[src/rtl/mux_rr_arbiter.sv]
// Round-robin arbiter that shares a bit-sliced 4:1 mux among four requesters and registers the winner's operand.
// Optional macro MUX_ARB_FIXED_PRIO_EN switches to fixed priority (src1 highest).

module MUX_4to1 (
  input  logic       in0_i,
  input  logic       in1_i,
  input  logic       in2_i,
  input  logic       in3_i,
  input  logic [1:0] sel_i,
  output logic       y_o
);
  always_comb begin
    y_o = in0_i;
    case (sel_i)
      2'd0: y_o = in0_i;
      2'd1: y_o = in1_i;
      2'd2: y_o = in2_i;
      2'd3: y_o = in3_i;
      default: y_o = in0_i;
    endcase
  end
endmodule

module mux_rr_arbiter #(
  parameter int WIDTH = 1
) (
  input  logic             clk,
  input  logic             rst_n,
  input  logic [3:0]       req_i,
  input  logic [WIDTH-1:0] src1_i,
  input  logic [WIDTH-1:0] src2_i,
  input  logic [WIDTH-1:0] src3_i,
  input  logic [WIDTH-1:0] src4_i,
  output logic [3:0]       ack_o,
  output logic [1:0]       sel_o,
  output logic [3:0]       grant_o,
  output logic             out_valid_o,
  input  logic             out_ready_i,
  output logic [WIDTH-1:0] out_data_o,
  output logic [1:0]       out_id_o
);

  typedef enum logic {IDLE = 1'b0, BUSY = 1'b1} state_e;

  state_e           state_q;
  logic [WIDTH-1:0] data_q;
  logic [1:0]       id_q;
  logic [1:0]       ptr_q;
  logic [1:0]       ptr_d;
  logic [3:0]       grant_q;

  logic             arb_en;
  logic [3:0]       mask;
  logic [3:0]       cand;
  logic             win_valid;
  logic [1:0]       win_idx;
  logic [1:0]       idx;
  logic [WIDTH-1:0] mux_y;

  // The slot can be refilled on the same edge the consumer drains it.
  assign arb_en = (state_q == IDLE) || out_ready_i;
  assign mask   = (state_q == BUSY) ? grant_q : 4'b0000;
  assign cand   = req_i & ~mask;

  // Scan from farthest to nearest so the index closest to ptr_q wins.
  always_comb begin
    win_valid = 1'b0;
    win_idx   = ptr_q;
    idx       = ptr_q;
    for (int i = 3; i >= 0; i--) begin
      idx = ptr_q + 2'(i);
      if (cand[idx]) begin
        win_valid = 1'b1;
        win_idx   = idx;
      end
    end
    win_valid = win_valid & arb_en;
  end

`ifdef MUX_ARB_FIXED_PRIO_EN
  assign ptr_d = 2'd0;
`else
  assign ptr_d = win_idx + 2'd1;
`endif

  assign sel_o = win_valid ? win_idx : id_q;

  genvar gi;
  generate
    for (gi = 0; gi < WIDTH; gi++) begin : g_bit
      MUX_4to1 u_mux (
        .in0_i (src1_i[gi]),
        .in1_i (src2_i[gi]),
        .in2_i (src3_i[gi]),
        .in3_i (src4_i[gi]),
        .sel_i (sel_o),
        .y_o   (mux_y[gi])
      );
    end
  endgenerate

  always_ff @(posedge clk or negedge rst_n) begin
    if (!rst_n) begin
      state_q <= IDLE;
      data_q  <= '0;
      id_q    <= 2'd0;
      ptr_q   <= 2'd0;
      grant_q <= 4'b0000;
    end else if (win_valid) begin
      state_q <= BUSY;
      data_q  <= mux_y;
      id_q    <= win_idx;
      ptr_q   <= ptr_d;
      grant_q <= 4'b0001 << win_idx;
    end else if (state_q == BUSY && out_ready_i) begin
      state_q <= IDLE;
      grant_q <= 4'b0000;
    end
  end

  assign out_valid_o = (state_q == BUSY);
  assign out_data_o  = data_q;
  assign out_id_o    = id_q;
  assign grant_o     = grant_q;
  assign ack_o       = grant_q & {4{out_valid_o & out_ready_i}};

endmodule

[config.mk]
export PLATFORM = sky130hd
export DESIGN_NAME = mux_rr_arbiter
export DESIGN_NICKNAME = d
export VERILOG_FILES = /design/src/rtl/mux_rr_arbiter.sv
export SDC_FILE = /design/constraint.sdc
export NUM_CORES = 1
export LEC_CHECK = 0
export CORE_MARGIN = 5
export CORE_UTILIZATION = 35
export DETAILED_ROUTE_END_ITERATION = 6
export PLACE_DENSITY = 0.7
export REMOVE_ABC_BUFFERS = 1
export SYNTH_ARGS = -nofsm -noshare
export SYNTH_HDL_FRONTEND = slang
export SYNTH_HIERARCHICAL = 1
export SYNTH_SLANG_ARGS = --single-unit
export TNS_END_PERCENT = 30
[constraint.sdc]
create_clock -name clk -period 2.5 [get_ports clk]
set_input_delay 0.25 -clock clk [delete_from_list [all_inputs] [get_ports clk]]
set_output_delay 0.25 -clock clk [all_outputs]
set_load 0.01 [all_outputs]
==> results of run 1 <==
-- final cells by class --
class / count / area (um^2)
fill: 150 / 668.1
sequential: 10 / 251.5
inverter: 4 / 15.01
clock buffer: 4 / 36.28
tap: 25 / 31.28
timing repair buffer: 38 / 346.6
multi-input combinational: 47 / 359.1
-- power by group --
part / internal (W) / switching [W]
clock network: 0.0000882 / 0.0000518
registers: 0.000228 / 0.0000686
logic: 0.000368 / 0.000270
total: 0.000685 / 0.000390
-- metal layers --
metal	part of all wire [%]	up-vias	global-route usage [%]
met1	38	303	14.54
li1	-	309	-
met5	0	-	0
met3	12	4	5.444
met4	0.91	0	7.234
met2	49	28	24.48
-- worst paths after layout --
path	startpoint	end	slack [ps]	depth (start not counted)
setup / recovery	req_i[3]	out_data_o	100	9
hold / removal	rst_n	out_id_o[1]	300	1
setup reg to reg	out_valid_o	out_data_o	120	8
hold reg to reg	out_data_o	out_data_o	520	1
max in group asynchronous	rst_n	out_valid_o	1870	1
min in group clk	out_data_o	out_data_o	520	1
-- metrics by stage --
stage          std cells  utilization, %  hold slack, ps  worst slack [ps]  TNS [ps]
5_1_grt              128           60.88           328.0             14.08         0
2_1_floorplan         61               -          -45.59            -110.0    -110.0
4_1_cts              128           59.93           307.2            -110.4    -110.4
3_3_place_gp         124           57.58           483.2            -230.4    -457.5
3_5_place_dp         124           57.58           502.3            -315.0    -585.5
6_report             128           60.88           300.2             100.6         0
-- synth_stat cells, drive strengths merged --
cell type  number  share of area (%)
a32o            2                3.2
a21oi           2                1.6
or2             1                1.0
o221ai          1                2.4
a21bo           2                3.2
nand2b          3                3.0
a21boi          3                4.2
xor2            1                1.4
dfrtp          10                 40
inv             4                2.4
o32a            1                3.6
nand2           6                3.6
nor3            1               0.80
nor2            6                3.6
mux2            2                3.6
and3            4                4.0
nor2b           1                1.0
or3             1                1.0
o22ai           2                2.0
o41ai           1                1.4
o21ai           5                5.2
mux4            1                3.6
buf             1                1.8
a22oi           1                1.2
clkbuf          1               0.60
-- cell families after synthesis --
group | after synthesis
simple gates | 23
flops | 10
compound gates | 20
mux | 3
buf+inv | 6
xor+xnor | 1
-- state kept, by name (all words and copies together), names as in the netlist --
name and flops:
out_id_o 2, out_valid_o 1, grant_o 4, ptr_q 2
out_data_o 1
-- critical path, stage by stage --
cell and delay, ps:
sky130_fd_sc_hd__clkdlybuf4s50_1 490, sky130_fd_sc_hd__a21boi_2 220, sky130_fd_sc_hd__o22ai_1 90, sky130_fd_sc_hd__a22oi_1 220, sky130_fd_sc_hd__o21ai_2 80, sky130_fd_sc_hd__or2_1 240
sky130_fd_sc_hd__o21ai_2 100, sky130_fd_sc_hd__mux4_2 520, sky130_fd_sc_hd__mux2_1 310
==> results.md, run 1 <==
- The effective utilization at floorplan is a little over a third.
- The total of endpoints with negative setup slack in the final report is 0.
- The critical path endpoint category is a flop.
- The wire length of the first global-routing pass is 2.856 mm.
- After clock tree synthesis, the clock-pin slew on the worst setup and hold paths is 60 ps.
- The ratio of final minimum period to clock period is 95.98%.
- For the finished layout, the period the worst path requires is 2399 ps.
- The number of global-route vias before repair came to 693.
- By area, the combinational part of the netlist is dominated by compound AO/OA/AOI/OAI gates.
- The final hold violation count is 0.
- Entering global routing, the biggest net connects 11 pins.
- The worst setup path is of the in -> reg kind.
- CTS built an H-tree with a depth of 1.
- The synthesized netlist devotes 18.11% of its cell area to simple gates.
- The floorplan step set the die width to 52.15 um.
- The placed instance area is just under 0.001 mm^2.
- The total global-route track usage is 14.09%.
- The portion of the post-synthesis area used by sequential elements is 40.24%.
- The synthesized netlist devotes between 20% and 30% of its cell area to compound gates.
- The number of vias in the routed layout is 644.
- After the last flow step, the layout net total stands at roughly 120.
- Summing the areas of all fa, ha and maj instances in the mapped netlist gives 0% of the synthesized area.
- The data required time at the worst endpoint is 2640 ps.
- The clock latency on the worst-skew pair is 260 ps.
- The first-pass iteration count of the detailed router is 4.
- The global-route congestion overflow total is 0.
- The number of antenna diodes in the final layout is 0.
- In this run, the number of DRC markers left after iteration 0 of detailed routing was 3.
- For the pin with the worst max-slew slack, the measured transition is 676.1 ps.
- The final wirelength is 1.644 mm.
- The count of nets left with antenna violations once routing finished came out at 0.
- In this run the standard cell core region covers 0.001708 mm^2.
- The fraction of synthesized cell area in xor and xnor cells is 1.408%.
- In the layout the commonest cells are 22 x sky130_fd_sc_hd__clkdlybuf4s50_1, 14 x sky130_fd_sc_hd__buf_4, 9 x sky130_fd_sc_hd__dfrtp_1.
- The total clock buffers created by CTS is 3.
- The flow ran to the end, and the final reports show no timing, DRC or antenna violations.
- The power per unit of standard cell area is 1034 mW/mm^2.
- The number of antenna violations at the first check in global routing is 0.
- The area of the mapped netlist is 621.8 um^2.
- The worst path arrival time is about 2500 ps.
- The largest fanout on the critical path is 4.
- The HPWL after detailed placement is 1.354 mm.
- TritonCTS built the clock tree.
- The maximum count of clock buffers along a single path is 2.
- The class of the tightest hold or removal check is in -> async.
- The die covers 0.002720 mm^2.
- The achievable frequency is around 420 MHz.
- After synthesis the netlist holds a flip-flop and latch count of 10.
- With fillers left out, the area of the finished cells amounts to between 0.001 and 0.0015 mm^2.
- The most frequent standard cell in the layout excluding fill and tap cells is sky130_fd_sc_hd__clkdlybuf4s50_1.
- The post-detailed-route DRC marker count is 0.
- The count of yosys warnings during synthesis is 6.
- Routability-driven placement finished with a final weighted congestion of between 0.8 and 0.9.
- From synthesis to final layout, the design area changed by 67.20%.
- Cells with a size suffix above 1 make up 30.10% of the layout.
- The post-synthesis cell count is 63.
- The floorplan row count is 15.
- The tool flagged a number of max-cap violations equal to 0.
- Gates resized during post-CTS repair numbered 3.
- The die is 52.15 um tall.
- The total count of max-transition violations in the final report was 0.
- The number of buffer cells added on primary ports is 24.
- The highest ir drop seen on vdd is between 500 and 600 uV.
- The static leakage power is 0.4734 nW.
- The hold buffer count at cts is 0.
- The mux cell area share after synthesis is slightly above 7%.
- The completed layout was analyzed and its total power is 0.001075 W.
- The normalized max-slew margin is between 50% and 60%.
- Post-CTS timing repair inserted 0 buffers for setup.
- The clock drives 10 sinks.
- The routed via count divided by cell count is 5.031.
- The buffer type at the clock tree root is sky130_fd_sc_hd__clkbuf_4.
- Counting distinct cell types in the post-synthesis netlist gives 30.
- The clock arrives with 2.819 ps of skew.
- The critical path launch point type is a primary input.
- Setup repair after global routing left no endpoint under its margin.
- For this design the top-level I/O count stands at 25.
- In the final routed layout, each cell accounts on average for 12.84 um.
- The synthesized area per cell is between 9 and 10 um^2.
No activity file was read; power rests on OpenSTA's default activity.
==> inputs of run 2 (changes only) <==
CTS_CLUSTER_SIZE = 14   (was not set)
==> results of run 2 <==
Final layout, timing and power as in run 1 (identical DEF).
==> inputs of run 3 (changes only) <==
SLEW_MARGIN = 20   (was not set)
==> results of run 3 <==
Final layout, timing and power as in run 1 (identical DEF).
